### config.mk
export PLATFORM = sky130hd
export DESIGN_NAME = serial_subtractor_flat
export DESIGN_NICKNAME = d
export VERILOG_FILES = /design/src/rtl/serial_subtractor_pkg.sv /design/src/rtl/serial_subtractor_if.sv /design/src/rtl/serial_subtractor_fs.sv /design/src/rtl/serial_subtractor.sv /design/src/flat_wrapper.sv
export SDC_FILE = /design/constraint.sdc
export NUM_CORES = 1
export LEC_CHECK = 0
export ABC_AREA = 1
export CAP_MARGIN = 20
export CORE_ASPECT_RATIO = 0.7
export CORE_MARGIN = 2
export CORE_UTILIZATION = 40
export CTS_CLUSTER_SIZE = 14
export DETAILED_ROUTE_END_ITERATION = 8
export DONT_BUFFER_PORTS = 1
export PLACE_DENSITY = 0.5
export SYNTH_ARGS = -nofsm -noshare
export SYNTH_HDL_FRONTEND = slang
export SYNTH_SLANG_ARGS = --single-unit
### constraint.sdc
create_clock -name clk -period 3.1 [get_ports clk]
set_clock_uncertainty 0.05 [all_clocks]
set_input_delay 0.62 -clock clk [delete_from_list [all_inputs] [get_ports clk]]
set_output_delay 0.62 -clock clk [all_outputs]
set_load 0.005 [all_outputs]
### src/rtl/serial_subtractor_pkg.sv
// Shared types and width helpers for the bit-serial subtractor.
package serial_sub_pkg;

  typedef enum logic [1:0] {
    IDLE = 2'd0,
    RUN  = 2'd1,
    DONE = 2'd2
  } state_t;

  function automatic int cnt_width(input int n);
    return (n <= 2) ? 1 : $clog2(n);
  endfunction

endpackage

### src/rtl/serial_subtractor_if.sv
// Producer/consumer handshake bundle for the bit-serial subtractor.
interface serial_subtractor_if #(
  parameter int N = 8
);

  logic         in_valid;
  logic         in_ready;
  logic [N-1:0] a;
  logic [N-1:0] b;
  logic         bin;
  logic         out_valid;
  logic         out_ready;
  logic [N-1:0] diff;
  logic         bout;
  logic         ovf;

  modport master (
    output in_valid, a, b, bin, out_ready,
    input  in_ready, out_valid, diff, bout, ovf
  );

  modport slave (
    input  in_valid, a, b, bin, out_ready,
    output in_ready, out_valid, diff, bout, ovf
  );

endinterface

### src/rtl/serial_subtractor_fs.sv
// One-bit full-subtractor cell: d = a - b - bin, with borrow-out.
module full_subtractor (
  input  logic a,
  input  logic b,
  input  logic bin,
  output logic d,
  output logic bout
);

  assign d    = a ^ b ^ bin;
  assign bout = (~a & b) | (~(a ^ b) & bin);

endmodule

### src/rtl/serial_subtractor.sv
// Bit-serial two's-complement subtractor, LSB first, one bit per clock,
// with valid/ready handshakes on both sides.
module serial_subtractor
  import serial_sub_pkg::*;
#(
  parameter int N = 8
) (
  input  logic               clk,
  input  logic               rst,
  serial_subtractor_if.slave bus
);

  localparam int             CW   = cnt_width(N);
  localparam logic [CW-1:0]  LAST = CW'(N - 1);

  state_t        state;
  state_t        state_nxt;
  logic [CW-1:0] cnt;
  logic [N-1:0]  a_sr;
  logic [N-1:0]  b_sr;
  logic [N-1:0]  res;
  logic          borrow;
  logic          bout_q;
  logic          ovf_q;
  logic          d_bit;
  logic          bo_bit;
  logic          accept;
  logic          last;

  full_subtractor u_fs (
    .a    (a_sr[0]),
    .b    (b_sr[0]),
    .bin  (borrow),
    .d    (d_bit),
    .bout (bo_bit)
  );

  assign accept = bus.in_valid && (state == IDLE);
  assign last   = (cnt == LAST);

  always_ff @(posedge clk) begin
    if (rst) state <= IDLE;
    else     state <= state_nxt;
  end

  always_comb begin
    state_nxt = state;
    case (state)
      IDLE:    if (bus.in_valid)  state_nxt = RUN;
      RUN:     if (last)          state_nxt = DONE;
      DONE:    if (bus.out_ready) state_nxt = IDLE;
      default:                    state_nxt = IDLE;
    endcase
  end

  // Control and result registers: cleared by reset so nothing partial survives.
  always_ff @(posedge clk) begin
    if (rst) begin
      cnt    <= '0;
      borrow <= 1'b0;
      res    <= '0;
      bout_q <= 1'b0;
      ovf_q  <= 1'b0;
    end else begin
      case (state)
        IDLE: begin
          if (accept) begin
            borrow <= bus.bin;
            cnt    <= '0;
          end
        end
        RUN: begin
          res    <= {d_bit, res[N-1:1]};
          borrow <= bo_bit;
          cnt    <= last ? cnt : cnt + 1'b1;
          if (last) begin
            bout_q <= bo_bit;
            // borrow here is the borrow into the sign bit
            ovf_q  <= borrow ^ bo_bit;
          end
        end
        default: ;
      endcase
    end
  end

  // Operand shift registers: data only, qualified by the FSM.
  always_ff @(posedge clk) begin
    if (accept) begin
      a_sr <= bus.a;
      b_sr <= bus.b;
    end else if (state == RUN) begin
      a_sr <= a_sr >> 1;
      b_sr <= b_sr >> 1;
    end
  end

  assign bus.in_ready  = (state == IDLE);
  assign bus.out_valid = (state == DONE);
  assign bus.diff      = res;
  assign bus.bout      = bout_q;
  assign bus.ovf       = ovf_q;

endmodule

### src/flat_wrapper.sv
// flat-port wrapper written by rule: the top's interface ports become plain ports
module serial_subtractor_flat import serial_sub_pkg::*;
#(
  parameter int N = 8
)
  (clk, rst, bus_in_valid, bus_a, bus_b, bus_bin, bus_out_ready, bus_in_ready, bus_out_valid, bus_diff, bus_bout, bus_ovf);
  serial_subtractor_if #(.N(N)) bus_i ();
  input  logic clk;
  input  logic rst;
  input wire logic [$bits(bus_i.in_valid)-1:0] bus_in_valid;
  input wire logic [$bits(bus_i.a)-1:0] bus_a;
  input wire logic [$bits(bus_i.b)-1:0] bus_b;
  input wire logic [$bits(bus_i.bin)-1:0] bus_bin;
  input wire logic [$bits(bus_i.out_ready)-1:0] bus_out_ready;
  output wire logic [$bits(bus_i.in_ready)-1:0] bus_in_ready;
  output wire logic [$bits(bus_i.out_valid)-1:0] bus_out_valid;
  output wire logic [$bits(bus_i.diff)-1:0] bus_diff;
  output wire logic [$bits(bus_i.bout)-1:0] bus_bout;
  output wire logic [$bits(bus_i.ovf)-1:0] bus_ovf;
  assign bus_i.in_valid = bus_in_valid;
  assign bus_i.a = bus_a;
  assign bus_i.b = bus_b;
  assign bus_i.bin = bus_bin;
  assign bus_i.out_ready = bus_out_ready;
  assign bus_in_ready = bus_i.in_ready;
  assign bus_out_valid = bus_i.out_valid;
  assign bus_diff = bus_i.diff;
  assign bus_bout = bus_i.bout;
  assign bus_ovf = bus_i.ovf;
  serial_subtractor #(.N(N)) u_core (.clk(clk), .rst(rst), .bus(bus_i));
endmodule
**After elaboration in Yosys (flattened, before gate mapping)**

Index checks and enable logic that the tools add are counted.

- Magnitude comparators: 0
- Reductions and logical operators: 8
- Shift operators: 0
- Div/mod/pow operators: 0
- Add/subtract/negate cells: 1
- Eq/ne operators: 8
- $mul: 0
- Multiplexer cells: 13
- Bitwise logic cells: 8

Operator list:

| operator | number |
|---|---|
| $mux 8 | 4 |
| $mux 2 | 3 |
| $mux 3 | 2 |
| $ne 2x2->1 const B | 3 |
| $pmux 2 s3 | 1 |
| $pmux 3 s2 | 1 |
| $reduce_and 3->1 | 2 |
| $ne 2x1->1 const B | 2 |
| $reduce_and 2->1 | 2 |
| $reduce_bool 2->1 | 2 |
| $add 3x1->3 const B | 1 |
| $eq 3x3->1 const B | 1 |
| $xor 1x1->1 | 3 |
| $and 1x1->1 | 2 |
| $eq 2x1->1 const B | 1 |
| $eq 2x2->1 const B | 1 |
| $logic_not 2->1 | 1 |
| $not 1->1 | 2 |
| $pmux 1 s2 | 1 |
| $logic_and 1x1->1 | 1 |
| $mux 1 | 1 |
| $or 1x1->1 | 1 |

- Bits in latches: 0
- Memories kept: 0
- Logic and storage cells: 46
- Register bits: 32
- RAM bits: 0
- Bits in read-only memories: 0
- Output and inout port bits: 12

**Longest topological paths before layout**

Gate-level depths: netlist (run 1).

- Depth in word-level cells: 5
- Mapped depth: 7
- Depth with buffers taken out: 7

**Hierarchy**

Synthesis (run 1) repeated with hierarchy kept, for this count alone.

- Cells, all modules: 165
- Area total of the unflattened synthesis: 1395.1 um^2

Modules (own cells, without submodules):

| module | area an instance (um^2) | times used | seq. area each (um^2) | cells an instance |
|---|---|---|---|---|
| serial_subtractor | 1363.8 | 1 | 800.8 | 161 |
| full_subtractor | 31.3 | 1 | 0.0 | 4 |

**Worst setup path before layout (run 1)**

No wires, ideal clock.

- Path type: in2reg
- Start point: input port bus_in_valid
- End point: register u_core.a_sr[0] (enable)
- Cell stages on the path: 2
- Path slack: 1.610 ns
- Arrival: 1.076 ns
- Path through: o21ai_0 -> inv_1

- Word-level cells in the longest chain between the ends: 2

Ends and longest elaborated chain:

| what | line | source |
|---|---|---|
| start: declaration | flat_wrapper.sv:10 | `input wire logic [$bits(bus_i.in_valid)-1:0] bus_in_valid;` |
| $logic_and 1x1->1 | serial_subtractor.sv:38 | `assign accept = bus.in_valid && (state == IDLE);` |
| $reduce_bool 2->1 (no line) | - |  |
| end signal: assignment | serial_subtractor.sv:90 | `a_sr <= bus.a;` |
| end signal: assignment | serial_subtractor.sv:93 | `a_sr <= a_sr >> 1;` |
| end: declaration | serial_subtractor.sv:19 | `logic [N-1:0] a_sr;` |

No other way between the ends.
A chain may end at the register's enable or synchronous reset.

**Worst setup path in the final report (run 1)**

- Start point: register u_core.state[1]
- End point: output port bus_out_valid

- Word-level cells in the longest chain between the ends: 1

Ends and longest elaborated chain:

| what | line | source |
|---|---|---|
| start: declaration | serial_subtractor.sv:16 | `state_t state;` |
| start signal: assignment | serial_subtractor.sv:43 | `else state <= state_nxt;` |
| $eq 2x2->1 | serial_subtractor.sv:99 | `assign bus.out_valid = (state == DONE);` |
| end: declaration | flat_wrapper.sv:16 | `output wire logic [$bits(bus_i.out_valid)-1:0] bus_out_valid;` |

No other way between the ends.

==> results of run 1 <==
## per-stage QoR
| stage | worst slack (ns) | hold WS, ns |
|---|---|---|
| 6_report | 1.56 | 0.356 |
| 3_3_place_gp | 1.47 | 0.424 |
| 5_1_grt | 1.46 | 0.342 |
| 2_1_floorplan | 1.61 | 0.408 |
| 4_1_cts | 1.55 | 0.344 |
| 3_5_place_dp | 1.41 | 0.438 |
## cell usage after synthesis
master / count
a21boi_2: 1
a21oi_1: 4
buf_1: 1
buf_2: 1
buf_6: 3
dfxtp_1: 16
edfxtp_1: 16
fa_1: 1
ha_1: 2
inv_1: 10
inv_2: 2
nand2_1: 49
nand2_2: 1
nand2_4: 1
nand3_1: 3
nor2_1: 26
nor2_2: 2
o21ai_0: 12
o21ai_2: 1
xnor2_1: 1
## logic make-up (layout without fill, tap and decap cells)
group / after synthesis / count (layout) / share of synthesized area [%]
buffers and inverters: 17 / 20 / 6.40
flip-flops: 32 / 32 / 58.5
XOR/XNOR: 1 / 1 / 0.640
adder cells (fa/ha/maj): 3 / 3 / 3.29
AO/OA/AOI/OAI: 18 / 18 / 7.31
AND/OR/NAND/NOR: 82 / 82 / 23.9
## power breakdown
| part | internal, mW | switching [mW] |
|---|---|---|
| Sequential | 0.493 | 0.0195 |
| Combinational | 0.0310 | 0.0590 |
| Clock | 0.181 | 0.142 |
| Total | 0.705 | 0.221 |
## critical path, delay by kind of cell (launching register included)
family	cells	cell delay [ns]
DFF	1	0.36
and+or+nand+nor	1	0.17
buffers and inverters	1	0.07
## area by class of cell
class / count / area [um^2]
Inverter: 12 / 45.0
Multi-Input combinational cell: 104 / 480
Clock buffer: 8 / 90.1
Fill cell: 329 / 1740
Tap cell: 47 / 58.8
Sequential cell: 32 / 801
## placed cells by master, fill, tap and decap left out, drive strengths merged
master	Yosys	final
edfxtp	16	16
inv	12	12
ha	2	2
a21oi	4	4
a21boi	1	1
nand2	51	51
clkbuf	0	8
fa	1	1
o21ai	13	13
nor2	28	28
dfxtp	16	16
xnor2	1	1
nand3	3	3
## flip-flops by register name, indices dropped and copies added, names as in the netlist
signal,cells
u_core.borrow,1
u_core.bus.diff,8
u_core.state,2
u_core.cnt,3
u_core.b_sr,8
u_core.a_sr,8
u_core.bus.bout,1
u_core.bus.ovf,1
## routing by layer
metal	vias to the layer above	track usage [%]	wire length [um]
met3	8	6.10	149
met2	23	21.4	1070
li1	488	-	-
met4	0	7.27	57
met1	433	17.5	1170
met5	-	0	0
## how the worst max path moves through the flow
stage | startpoint | to | slack, ns | cells past startpoint
2_1_floorplan | bus_in_valid | u_core.a_sr[0]$_DFFE_PP_ | 1.61 | 2
3_3_place_gp | bus_in_valid | u_core.b_sr[3]$_DFFE_PP_ | 1.47 | 2
3_5_place_dp | bus_in_valid | u_core.b_sr[2]$_DFFE_PP_ | 1.41 | 2
4_1_cts | u_core.state[1]$_SDFFE_PP0P_ | bus_out_valid | 1.55 | 2
5_1_grt | u_core.state[0]$_SDFFE_PP0P_ | u_core.a_sr[1]$_DFFE_PP_ | 1.46 | 2
6_report | u_core.state[1]$_SDFFE_PP0P_ | bus_out_valid | 1.56 | 2
==> results.yml, run 1 <==
setup_path:
  crit_path_max_fanout: 4
  timing.rr.end: "u_core.a_sr[2]$_DFFE_PP_"
  critical_path_class: "reg -> out"
  reg2reg_depth: 2
  critical_path.max_stage_delay_ns: 0.36
  endpoint_kind: "output port"
  slowest_stage: "dfxtp_1"
  r2r_setup_slack_ns: 1.61
  r2r_start: "u_core.state[0]$_SDFFE_PP0P_"
  crit_chain: "inv_2 > nor2_1"
  cp-start-kind: "register"
  worstPathRequired_ns: 2.43
  critPathArrivalTime_ns: 0.87
power_and_ir_drop:
  finalPower_uw: 925
  leakage_nw: 0.640
  power_density_nw_per_um2: 627
  vdd_drop_max_mv: 0.260
synth:
  seq_area_frac_synth_pct: 58.5
  synth_cell_types: 20
  syn-instance-count: 153
  ys_ff_latch: 32
  synth.area.top_cells: "edfxtp_1 35%, dfxtp_1 23%, nand2_1 13%"
  ys_warn_count: 0
  synth_nets: 177
  synth_area_um2: 1370
  yosysTopAreaCell: "edfxtp_1"
  syn_avg_cell_area_um2: 8.95
  synthDominantCellAreaShare_pct: 35.1
timing:
  relSlewSlack_pct: 59.4
  worst_slew_pin_slew_ns: 0.608
  max_freq_ghz: 0.651
  fin_tns_setup_ns: 0
  finalSetupViolations: 0
  hold_violations: 0
  slew_violations: 0
  rsz0062_at_grt: "false"
  fin_crit_sh_pct: 49.6
  finalCriticalPeriod_ns: 1.54
drt:
  wirelength_um: 2440
  route.vias.total: 952
  drtIter0Drc: 33
  via_per_inst: 4.69
  detail-route-antenna-nets: 0
  dr.pass1.iters: 4
  wl_per_cell_um: 12.0
  drc: 0
cells_and_area:
  finalCoreUtilization_pct: 45.9
  area_delta_synth_final_pct: 7.77
  drive_above_1_share_pct: 8.97
  finalInstanceArea_um2: 1480
  instances_no_fill: 203
  diodes: 0
  finalNetCount: 179
placed_design:
  gp_congestion: 0.676
  port_buffers: 0
  dpl.hpwl_um: 1750
  dp_cells: 195
  place_area_um2: 1390
min_path:
  min_to: "u_core.state[1]$_SDFFE_PP0P_"
  hold_class: "in -> reg"
  hold_depth: 1
  hp-start: "rst"
clock_tree:
  cts.sinks: 32
  cts.reportedPaths.clkPinSlew_ns: 0.06
  clock_latency_ns: 0.28
  cts_resized: 0
  max-clock-path-buffers: 2
  cts_tree: "built"
  cts_root_buf: "clkbuf_8"
  cts-htree-levels: 2
  postCtsSetupBuffers: 0
  numCtsBuffers: 5
  hold_buffers: 0
grt:
  grt_overflow: 0
  grt_pass1_vias: 930
  grt_max_degree: 22
  grt_antenna_before_repair: 0
  track_usage_pct: 14.3
  grt_pass1_wl_um: 4040
die:
  fp.dieW_um: 73.9
  core.rowCount: 17
  design.die.area_um2: 3910
  die_height_um: 52.9
  core-area_um2: 3210
  io_pins: 33
  start_util_pct: 42.6
outcome:
  status: "finished, final reports clean"
flow_run:
  max-cap-violations: 0
No activity file was read; power rests on OpenSTA's default activity.
==> run 2: changes to the inputs <==
==> constraint.sdc (replaced) <==
create_clock -name clk -period 1.6 [get_ports clk]
set_clock_uncertainty 0.05 [all_clocks]
set_input_delay 0.32 -clock clk [delete_from_list [all_inputs] [get_ports clk]]
set_output_delay 0.32 -clock clk [all_outputs]
set_load 0.005 [all_outputs]
==> results.yml, run 2 (synthesized netlist as in run 1, its figures left out) <==
outcome:
  status: "finished, final reports clean"
die:
  fp.dieW_um: 73.9
  io_pins: 33
  design.die.area_um2: 3910
  die_height_um: 52.9
  core.rowCount: 17
  start_util_pct: 42.6
  core-area_um2: 3210
cells_and_area:
  drive_above_1_share_pct: 10.7
  final_common_cell: "nand2_1"
  instances_no_fill: 206
  mostFrequentLayoutCells: "49 x nand2_1, 26 x nor2_1, 16 x edfxtp_1, 16 x dfxtp_1, 12 x o21ai_0"
  diodes: 0
  finalInstanceArea_um2: 1490
  finalNetCount: 182
  area_delta_synth_final_pct: 8.78
  fillers: 334
  finalCoreUtilization_pct: 46.4
setup_path:
  endpoint: "u_core.cnt[0]$_SDFFE_PP0P_"
  endpoint_kind: "register"
  critical_path_class: "reg -> reg"
  reg2reg_depth: 6
  r2r_setup_slack_ns: 0.22
  critPathArrivalTime_ns: 1.50
  slowest_stage: "dfxtp_1"
  cp-start-kind: "register"
  r2r_start: "u_core.cnt[0]$_SDFFE_PP0P_"
  crit_path_max_fanout: 4
  cp_common_cell: "ha_1"
  timing.rr.end: "u_core.cnt[0]$_SDFFE_PP0P_"
  critical_path.max_stage_delay_ns: 0.32
  worstPathRequired_ns: 1.72
  crit_chain: "ha_1 > ha_1 > inv_1 > nand3_1 > a21boi_2 > nor2_1"
  critPathLaunch: "u_core.cnt[0]$_SDFFE_PP0P_"
drt:
  dr.pass1.iters: 4
  drc: 0
  drtIter0Drc: 59
  wirelength_um: 2460
  wl_per_cell_um: 11.9
  via_per_inst: 4.67
  route.vias.total: 962
  detail-route-antenna-nets: 0
timing:
  finalCriticalPeriod_ns: 1.38
  worst_slack_ns: 0.222
  slew_violations: 0
  max_freq_ghz: 0.726
  hold_ws_ns: 0.0523
  hold_violations: 0
  finalSetupViolations: 0
  relSlewSlack_pct: 80.6
  worst_slew_pin_slew_ns: 0.290
  rsz0062_at_grt: "false"
  fin_crit_sh_pct: 86.1
  fin_tns_setup_ns: 0
grt:
  grt_overflow: 0
  track_usage_pct: 14.8
  grt_antenna_before_repair: 0
  grt_max_degree: 22
  grt_pass1_wl_um: 4130
  grt_pass1_vias: 936
clock_tree:
  cts_tree: "built"
  hold_buffers: 0
  postCtsSetupBuffers: 0
  cts.reportedPaths.clkPinSlew_ns: 0.06
  cts-htree-levels: 2
  max-clock-path-buffers: 2
  numCtsBuffers: 5
  cts.sinks: 32
  cts_resized: 0
  clock_latency_ns: 0.28
  cts_root_buf: "clkbuf_8"
power_and_ir_drop:
  p_int_mw: 1.33
  clock_power_share_pct: 33.2
  switching_share_pct: 24.7
  p_seq_share_pct: 56.2
  vdd_drop_max_mv: 0.578
  comb_power_share_pct: 10.6
  finalPower_mw: 1.76
  leakage_nw: 0.651
  power_density_nw_per_um2: 1180
  switching_power_uw: 436
min_path:
  hold_class: "in -> reg"
placed_design:
  place_ws_ns: 0.223
  gp_congestion: 0.721
  dp_cells: 198
  dpl.hpwl_um: 1720
  port_buffers: 0
  place_area_um2: 1410
flow_run:
  max-cap-violations: 0
## run 2: cell types whose count changed in the layout (fill, tap and decap cells not counted)
cell / previous run / this run
clkbuf_8: 6 / 5
clkinv_2: 0 / 1
buf_4: 0 / 3
## run 2: worst min path at each step
| stage | endpoint | from | cells after the start |
|---|---|---|---|
| after floorplan | u_core.cnt[1]$_SDFFE_PP0P_ | rst | 1 |
| after global placement | u_core.cnt[1]$_SDFFE_PP0P_ | rst | 1 |
| after detailed placement | u_core.cnt[2]$_SDFFE_PP0P_ | rst | 1 |
| after CTS | u_core.cnt[2]$_SDFFE_PP0P_ | rst | 1 |
| after global routing | u_core.cnt[2]$_SDFFE_PP0P_ | rst | 1 |
| final | u_core.cnt[1]$_SDFFE_PP0P_ | rst | 1 |
## run 2: power groups by stage
| stage | Combinational [mW] | Clock [mW] | Sequential (mW) |
|---|---|---|---|
| final | 0.188 | 0.585 | 0.990 |
| after global routing | 0.225 | 0.636 | 0.999 |
| after detailed placement | 0.191 | 0 | 1.01 |
| after CTS | 0.193 | 0.604 | 0.991 |
| after global placement | 0.181 | 0 | 1.01 |
| after floorplan | 0.160 | 0 | 1.00 |
## run 2: per-layer routing
| layer | GRT usage, % | vias to the layer above | share of wire [%] | wire length (um) |
|---|---|---|---|---|
| met2 | 21.0 | 22 | 43 | 1060 |
| li1 | - | 495 | - | - |
| met5 | 0 | - | 0 | 0 |
| met3 | 6.10 | 7 | 6.4 | 157 |
| met1 | 19.2 | 438 | 49 | 1190 |
| met4 | 7.58 | 0 | 2.0 | 48 |
## run 2: final cells by class
cell class	instances	area [um^2]	area share (%)
clock buffer	7	76.3	5.13
clock inverter	1	5.00	0.336
inverter	12	45.0	3.03
multi-input combinational	104	480	32.3
sequential	32	801	53.8
tap	47	58.8	3.95
timing repair buffer	3	22.5	1.51
## run 2: worst max-delay path: cells and delay by family, from the launching register on
family | cells | cell delay, ns
AO/OA/AOI/OAI | 1 | 0.17
buffers and inverters | 1 | 0.09
AND/OR/NAND/NOR | 2 | 0.24
flip-flops | 1 | 0.32
adder cells (fa/ha/maj) | 2 | 0.41
